### config.mk
export PLATFORM = sky130hd
export DESIGN_NAME = wave_mixer
export DESIGN_NICKNAME = d
export VERILOG_FILES = /design/src/rtl/wave_mixer.sv
export SDC_FILE = /design/constraint.sdc
export NUM_CORES = 2
export LEC_CHECK = 0
export CAP_MARGIN = 0
export CORE_UTILIZATION = 61
export CTS_CLUSTER_DIAMETER = 50
export CTS_CLUSTER_SIZE = 16
export DETAILED_ROUTE_END_ITERATION = 16
export PLACE_DENSITY = 0.82
export SLEW_MARGIN = 20
export SYNTH_ARGS = -nofsm -noshare
export SYNTH_HDL_FRONTEND = slang
export SYNTH_SLANG_ARGS = --single-unit
### constraint.sdc
create_clock -name I_CLK -period 9.5 [get_ports I_CLK]
set_input_delay 1.9 -clock I_CLK [delete_from_list [all_inputs] [get_ports I_CLK]]
set_output_delay 1.9 -clock I_CLK [all_outputs]
set_load 0.05 [all_outputs]
### src/rtl/wave_mixer.sv
// Serial MAC mixer: sums NUM_CH volume-scaled channels, one channel per clock, then applies
// master volume with saturation. O_VALID pulses NUM_CH+2 clocks after the trigger edge.
module wave_mixer #(
  parameter int NUM_CH = 8,
  parameter int ACC_W  = 28,
  localparam int IDX_W = (NUM_CH > 1) ? $clog2(NUM_CH) : 1
) (
  input  logic                 I_CLK,
  input  logic                 I_RSTn,
  input  logic [NUM_CH*16-1:0] I_SND_CH,
  input  logic [NUM_CH-1:0]    I_CH_EN,
  input  logic [NUM_CH-1:0]    I_CH_8BIT,
  input  logic                 I_VOL_WE,
  input  logic [IDX_W-1:0]     I_VOL_CH,
  input  logic [7:0]           I_VOL_DATA,
  input  logic [7:0]           I_MASTER_VOL,
  input  logic                 I_MIX_TRIG,
  input  logic                 I_CLIP_CLR,
  output logic [15:0]          O_SND,
  output logic                 O_VALID,
  output logic                 O_BUSY,
  output logic                 O_CLIP,
  output logic                 O_OVERRUN
);

  typedef enum logic [1:0] {IDLE, ACC, SCALE, OUT} state_t;

  localparam logic signed [ACC_W+8:0] SAT_HI = (ACC_W+9)'(32767);
  localparam logic signed [ACC_W+8:0] SAT_LO = (ACC_W+9)'(-32768);

  state_t state_q, state_d;

  logic [7:0]              vol_q [NUM_CH];
  logic [7:0]              vol_s [NUM_CH];
  logic [NUM_CH*16-1:0]    snd_s;
  logic [NUM_CH-1:0]       en_s;
  logic [NUM_CH-1:0]       b8_s;
  logic [7:0]              mst_s;
  logic [IDX_W-1:0]        idx_q;
  logic signed [ACC_W-1:0] acc_q;
  logic [15:0]             sat_q;

  logic [15:0]             raw;
  logic signed [15:0]      s_cur;
  logic signed [8:0]       v_cur;
  logic signed [24:0]      prod;
  logic signed [ACC_W-1:0] acc_add;
  logic signed [ACC_W+8:0] acc_x, mst_x, p, r;
  logic [15:0]             sat_d;
  logic                    clip_hit;
  logic                    trig_busy;

  assign O_BUSY    = (state_q != IDLE);
  assign trig_busy = I_MIX_TRIG && (state_q != IDLE);

  // Current term: converted sample of channel idx times its unsigned volume
  assign raw = snd_s[16*idx_q +: 16];
  always_comb begin
    s_cur = '0;
    if (en_s[idx_q])
      s_cur = b8_s[idx_q] ? {~raw[7], raw[6:0], 8'h00} : raw;
  end
  assign v_cur   = {1'b0, vol_s[idx_q]};
  assign prod    = s_cur * v_cur;
  assign acc_add = acc_q + {{(ACC_W-25){prod[24]}}, prod};

  assign acc_x = {{9{acc_q[ACC_W-1]}}, acc_q};
  assign mst_x = {{ACC_W{1'b0}}, mst_s};
  assign p     = acc_x * mst_x;
  assign r     = p >>> 14;

  always_comb begin
    sat_d    = r[15:0];
    clip_hit = 1'b0;
    if (r > SAT_HI) begin
      sat_d    = 16'h7FFF;
      clip_hit = 1'b1;
    end else if (r < SAT_LO) begin
      sat_d    = 16'h8000;
      clip_hit = 1'b1;
    end
  end

  always_ff @(posedge I_CLK or negedge I_RSTn) begin
    if (!I_RSTn) begin
      for (int k = 0; k < NUM_CH; k++) vol_q[k] <= 8'h80;
    end else if (I_VOL_WE) begin
      vol_q[I_VOL_CH] <= I_VOL_DATA;
    end
  end

  always_ff @(posedge I_CLK or negedge I_RSTn) begin
    if (!I_RSTn) state_q <= IDLE;
    else         state_q <= state_d;
  end

  always_comb begin
    state_d = state_q;
    case (state_q)
      IDLE:    if (I_MIX_TRIG) state_d = ACC;
      ACC:     if (idx_q == IDX_W'(NUM_CH-1)) state_d = SCALE;
      SCALE:   state_d = OUT;
      OUT:     state_d = IDLE;
      default: state_d = IDLE;
    endcase
  end

  always_ff @(posedge I_CLK or negedge I_RSTn) begin
    if (!I_RSTn) begin
      for (int k = 0; k < NUM_CH; k++) vol_s[k] <= 8'h80;
      snd_s     <= '0;
      en_s      <= '0;
      b8_s      <= '0;
      mst_s     <= '0;
      idx_q     <= '0;
      acc_q     <= '0;
      sat_q     <= '0;
      O_SND     <= '0;
      O_VALID   <= 1'b0;
      O_CLIP    <= 1'b0;
      O_OVERRUN <= 1'b0;
    end else begin
      O_VALID <= 1'b0;
      case (state_q)
        IDLE: begin
          if (I_MIX_TRIG) begin
            for (int k = 0; k < NUM_CH; k++) vol_s[k] <= vol_q[k];
            snd_s <= I_SND_CH;
            en_s  <= I_CH_EN;
            b8_s  <= I_CH_8BIT;
            mst_s <= I_MASTER_VOL;
            acc_q <= '0;
            idx_q <= '0;
          end
        end
        ACC: begin
          acc_q <= acc_add;
          idx_q <= idx_q + 1'b1;
        end
        SCALE: sat_q <= sat_d;
        OUT: begin
          O_SND   <= sat_q;
          O_VALID <= 1'b1;
        end
        default: ;
      endcase
      // Set beats clear when both happen in the same clock
      if (state_q == SCALE && clip_hit) O_CLIP <= 1'b1;
      else if (I_CLIP_CLR)              O_CLIP <= 1'b0;
      if (trig_busy)                    O_OVERRUN <= 1'b1;
      else if (I_CLIP_CLR)              O_OVERRUN <= 1'b0;
    end
  end

endmodule

==> flow_summary.yaml <==
yosys:
  synth.yosys.seq_area_share_pct: 31.2
  synth_top_cells_by_count: "inv_1 (382), dfrtp_1 (332), mux2_2 (300), fa_1 (276), nand2_1 (184)"
  netlist-cell-type-count: 74
  synth.area.top_cells: "dfrtp_1 (30%), fa_1 (20%), mux2_2 (12%)"
  synth_top_cell_area_share_pct: 29.7
  ys.flop_type: "dfrtp_1"
  syn_nets: 3137
  synth_most_common_cell: "inv_1"
  synth_edf_count: 0
  yosys.area.top_type: "dfrtp_1"
  ys_seq_elements: 348
  async_flop_share_pct: 100
  syn_inst: 2540
  synth_area_um2: 28000
  avgSynthCellArea_um2: 11.0
  ys_warn_count: 0
place:
  portBuffers: 187
  postPlaceCellArea_um2: 30400
  gp_congestion: 0.897
  dp_hpwl_um: 46700
  dp_slack_ns: 0.624
worst_setup_path:
  critPathTopFamily: "compound AO/OA/AOI/OAI gates"
  cp_common_cell: "fa_1"
  cp_data_required_time_ns: 9.92
  cp_slowest_cell: "a221oi_1"
  critPathMaxStageDelay_ns: 0.95
  crit_path_end_kind: "flop"
  reg2regPathDepth: 27
  crit_fanout: 18
  worstSetupPathDepth: 27
  worst-path-buf-inv: 3
  arrival_ns: 9.34
  crit_type: "reg -> reg"
  start_kind: "flop"
clock_network:
  cts_tree: "built"
  clkSinkCount: 348
  clkTransAtPathRegs_ns: 0.07
  cts_max_path_buffers: 3
  clkLatencyLatePin_ns: 0.56
  hold_buffers: 0
  cts_root_buffer: "clkbuf_16"
  cts_inserted_buffers: 35
  h-tree-depth: 2
route:
  wl_met1_um: 26000
  route.met2.wl_um: 31000
  route.met3.wl_um: 3350
  firstDrtPassIters: 5
  vias: 19000
  drc: 0
  drtAntennaViolNets: 0
  wl_um: 62100
  initialDrtViolationCount: 1220
  wl_per_cell_um: 18.8
  top_layer: "met4"
  via_per_inst: 5.75
final_layout:
  nets: 3270
  final_util_pct: 69.7
  drive_gt1_share_pct: 17.5
  syn2layout_area_growth_pct: 12.7
  stdcell_area_um2: 31500
die:
  start_util_pct: 61.8
  std_cell_rows: 78
  fp.dieW_um: 216
  die_y_um: 216
  num_io_pins: 188
  die_area_um2: 46700
  core_area_um2: 45300
run_status:
  status: "completed"
timing:
  finalHoldViolations: 0
  max_freq_mhz: 112
  max_slew_margin_pct: 14.4
  setup_ws_ns: 0.583
  skew_ns: 0.0247
  drv_slew: 0
  layout_min_cycle_time_ns: 8.92
  setup-violations-final: 0
  finalCritPeriodShare_pct: 93.9
  worstMarginPinSlew_ns: 1.28
  finalSetupTns_ns: 0
  rsz0062_at_grt: "no"
global_route:
  track_usage_pct: 27.6
  first_global_vias: 20600
  grt_pass1_wl_um: 104000
  grt_max_degree: 188
  antenna_found_initial: 0
  grt_overflow: 0
hold_path:
  holdPathStages: 1
  hold_class: "reg -> reg"
flow_run:
  cap_violations: 0
==> cell usage in the layout (no fill, tap or decap), drive strengths merged, types with 7 or more instances in the layout <==
master | netlist | routed
a21o | 23 | 23
a21oi | 56 | 56
a311oi | 17 | 17
a31oi | 8 | 8
and2 | 138 | 138
buf | 18 | 17
clkbuf | 89 | 45
clkdlybuf4s50 | 0 | 186
clkinv | 0 | 12
dfrtp | 332 | 332
dfstp | 16 | 16
fa | 276 | 276
ha | 153 | 153
inv | 382 | 386
mux2 | 300 | 300
mux2i | 15 | 15
mux4 | 52 | 52
nand2 | 184 | 184
nand2b | 39 | 39
nand3 | 12 | 12
nand4 | 7 | 7
nor2 | 121 | 121
nor2b | 23 | 23
nor3 | 20 | 20
o21a | 11 | 11
o21ai | 61 | 61
o31ai | 7 | 7
or2 | 8 | 8
or3 | 13 | 13
xnor2 | 43 | 43
xor2 | 21 | 21
==> area by class of cell <==
cell class / count / area, µm²
multi-input cells: 1703 / 17400
fillers: 3217 / 13700
flip-flops and latches: 348 / 8730
repair buffers: 203 / 2030
inverters: 382 / 1430
clock buffers: 45 / 966
well taps: 600 / 751
clock inverters: 17 / 191
diodes: 1 / 2.50
==> layer usage <==
metal	track usage [%]	vias to the layer above
li1	-	8616
met1	35.6	9693
met2	47.2	546
met3	5.05	126
met4	9.08	0
met5	0	-
==> flip-flops by register name (all words and copies together), names as in the netlist <==
register	count
idx_q	3
b8_s	8
snd_s	128
O_OVERRUN	1
vol_s	64
sat_q	16
O_CLIP	1
state_q	2
acc_q	28
vol_q	64
mst_s	8
O_SND	16
O_VALID	1
en_s	8
==> worst register-to-register path, stage by stage, from the launching register on <==
cell and delay, ns:
dfrtp_4 0.54, mux4_2 0.53, or2_2 0.37, and2_1 0.36, a221oi_1 0.95, nand2_1 0.18, fa_1 0.58, inv_1 0.05
fa_1 0.48, fa_1 0.54, inv_1 0.05, fa_1 0.47, inv_1 0.05, ha_1 0.36, a31o_2 0.23, a21oi_1 0.15
o21ai_0 0.10, a41o_1 0.25, a31oi_1 0.35, o31ai_1 0.17, a311oi_1 0.65, ha_1 0.41, a21o_1 0.18, a211oi_1 0.23
a31oi_1 0.13, xnor2_1 0.15, a21oi_1 0.19, o22ai_1 0.10
==> worst paths after layout <==
kind,startpoint,to,slack (ns)
min in group asynchronous,I_RSTn,O_SND[6]$_DFFE_PN0P_,1.38
max reg2reg,idx_q[0]$_DFFE_PN0P_,acc_q[27]$_DFFE_PN0P_,0.58
min reg2reg,snd_s[119]$_DFFE_PN0P_,snd_s[119]$_DFFE_PN0P_,0.50
max,idx_q[0]$_DFFE_PN0P_,acc_q[27]$_DFFE_PN0P_,0.58
max in group asynchronous,I_RSTn,vol_s[4]$_DFFE_PN0P_,6.59
min,snd_s[119]$_DFFE_PN0P_,snd_s[119]$_DFFE_PN0P_,0.50
==> stage by stage <==
stage,hold WS (ns),cells
finish,0.502,3299
global route,0.515,3298
CTS,0.504,3298
detailed placement,0.488,3236
global placement,0.482,3236
floorplan,0.474,2540
==> timing repair <==
| item | 4_1_cts | 5_1_grt |
|---|---|---|
| endpoints found under the hold margin | 0 | 0 |
| buffers inserted | 0 | 0 |
| setup endpoints to repair | 0 | 2 |
| resized for setup | 0 | 1 |
==> kinds of logic (layout without fill, tap and decap cells) <==
logic type	after synthesis	in the layout	synth area share, %
buffers and inverters	489	647	6.68
adder cells (fa/ha/maj)	429	429	26.6
AND/OR/NAND/NOR	584	584	10.3
multiplexers	367	367	16.8
XOR/XNOR	64	64	2.03
other	0	1	0
flip-flops	348	348	31.2
AO/OA/AOI/OAI	259	259	6.43
Power is not shown: default switching activity piles up to over one toggle a cycle in this logic, so the estimate is an artifact.
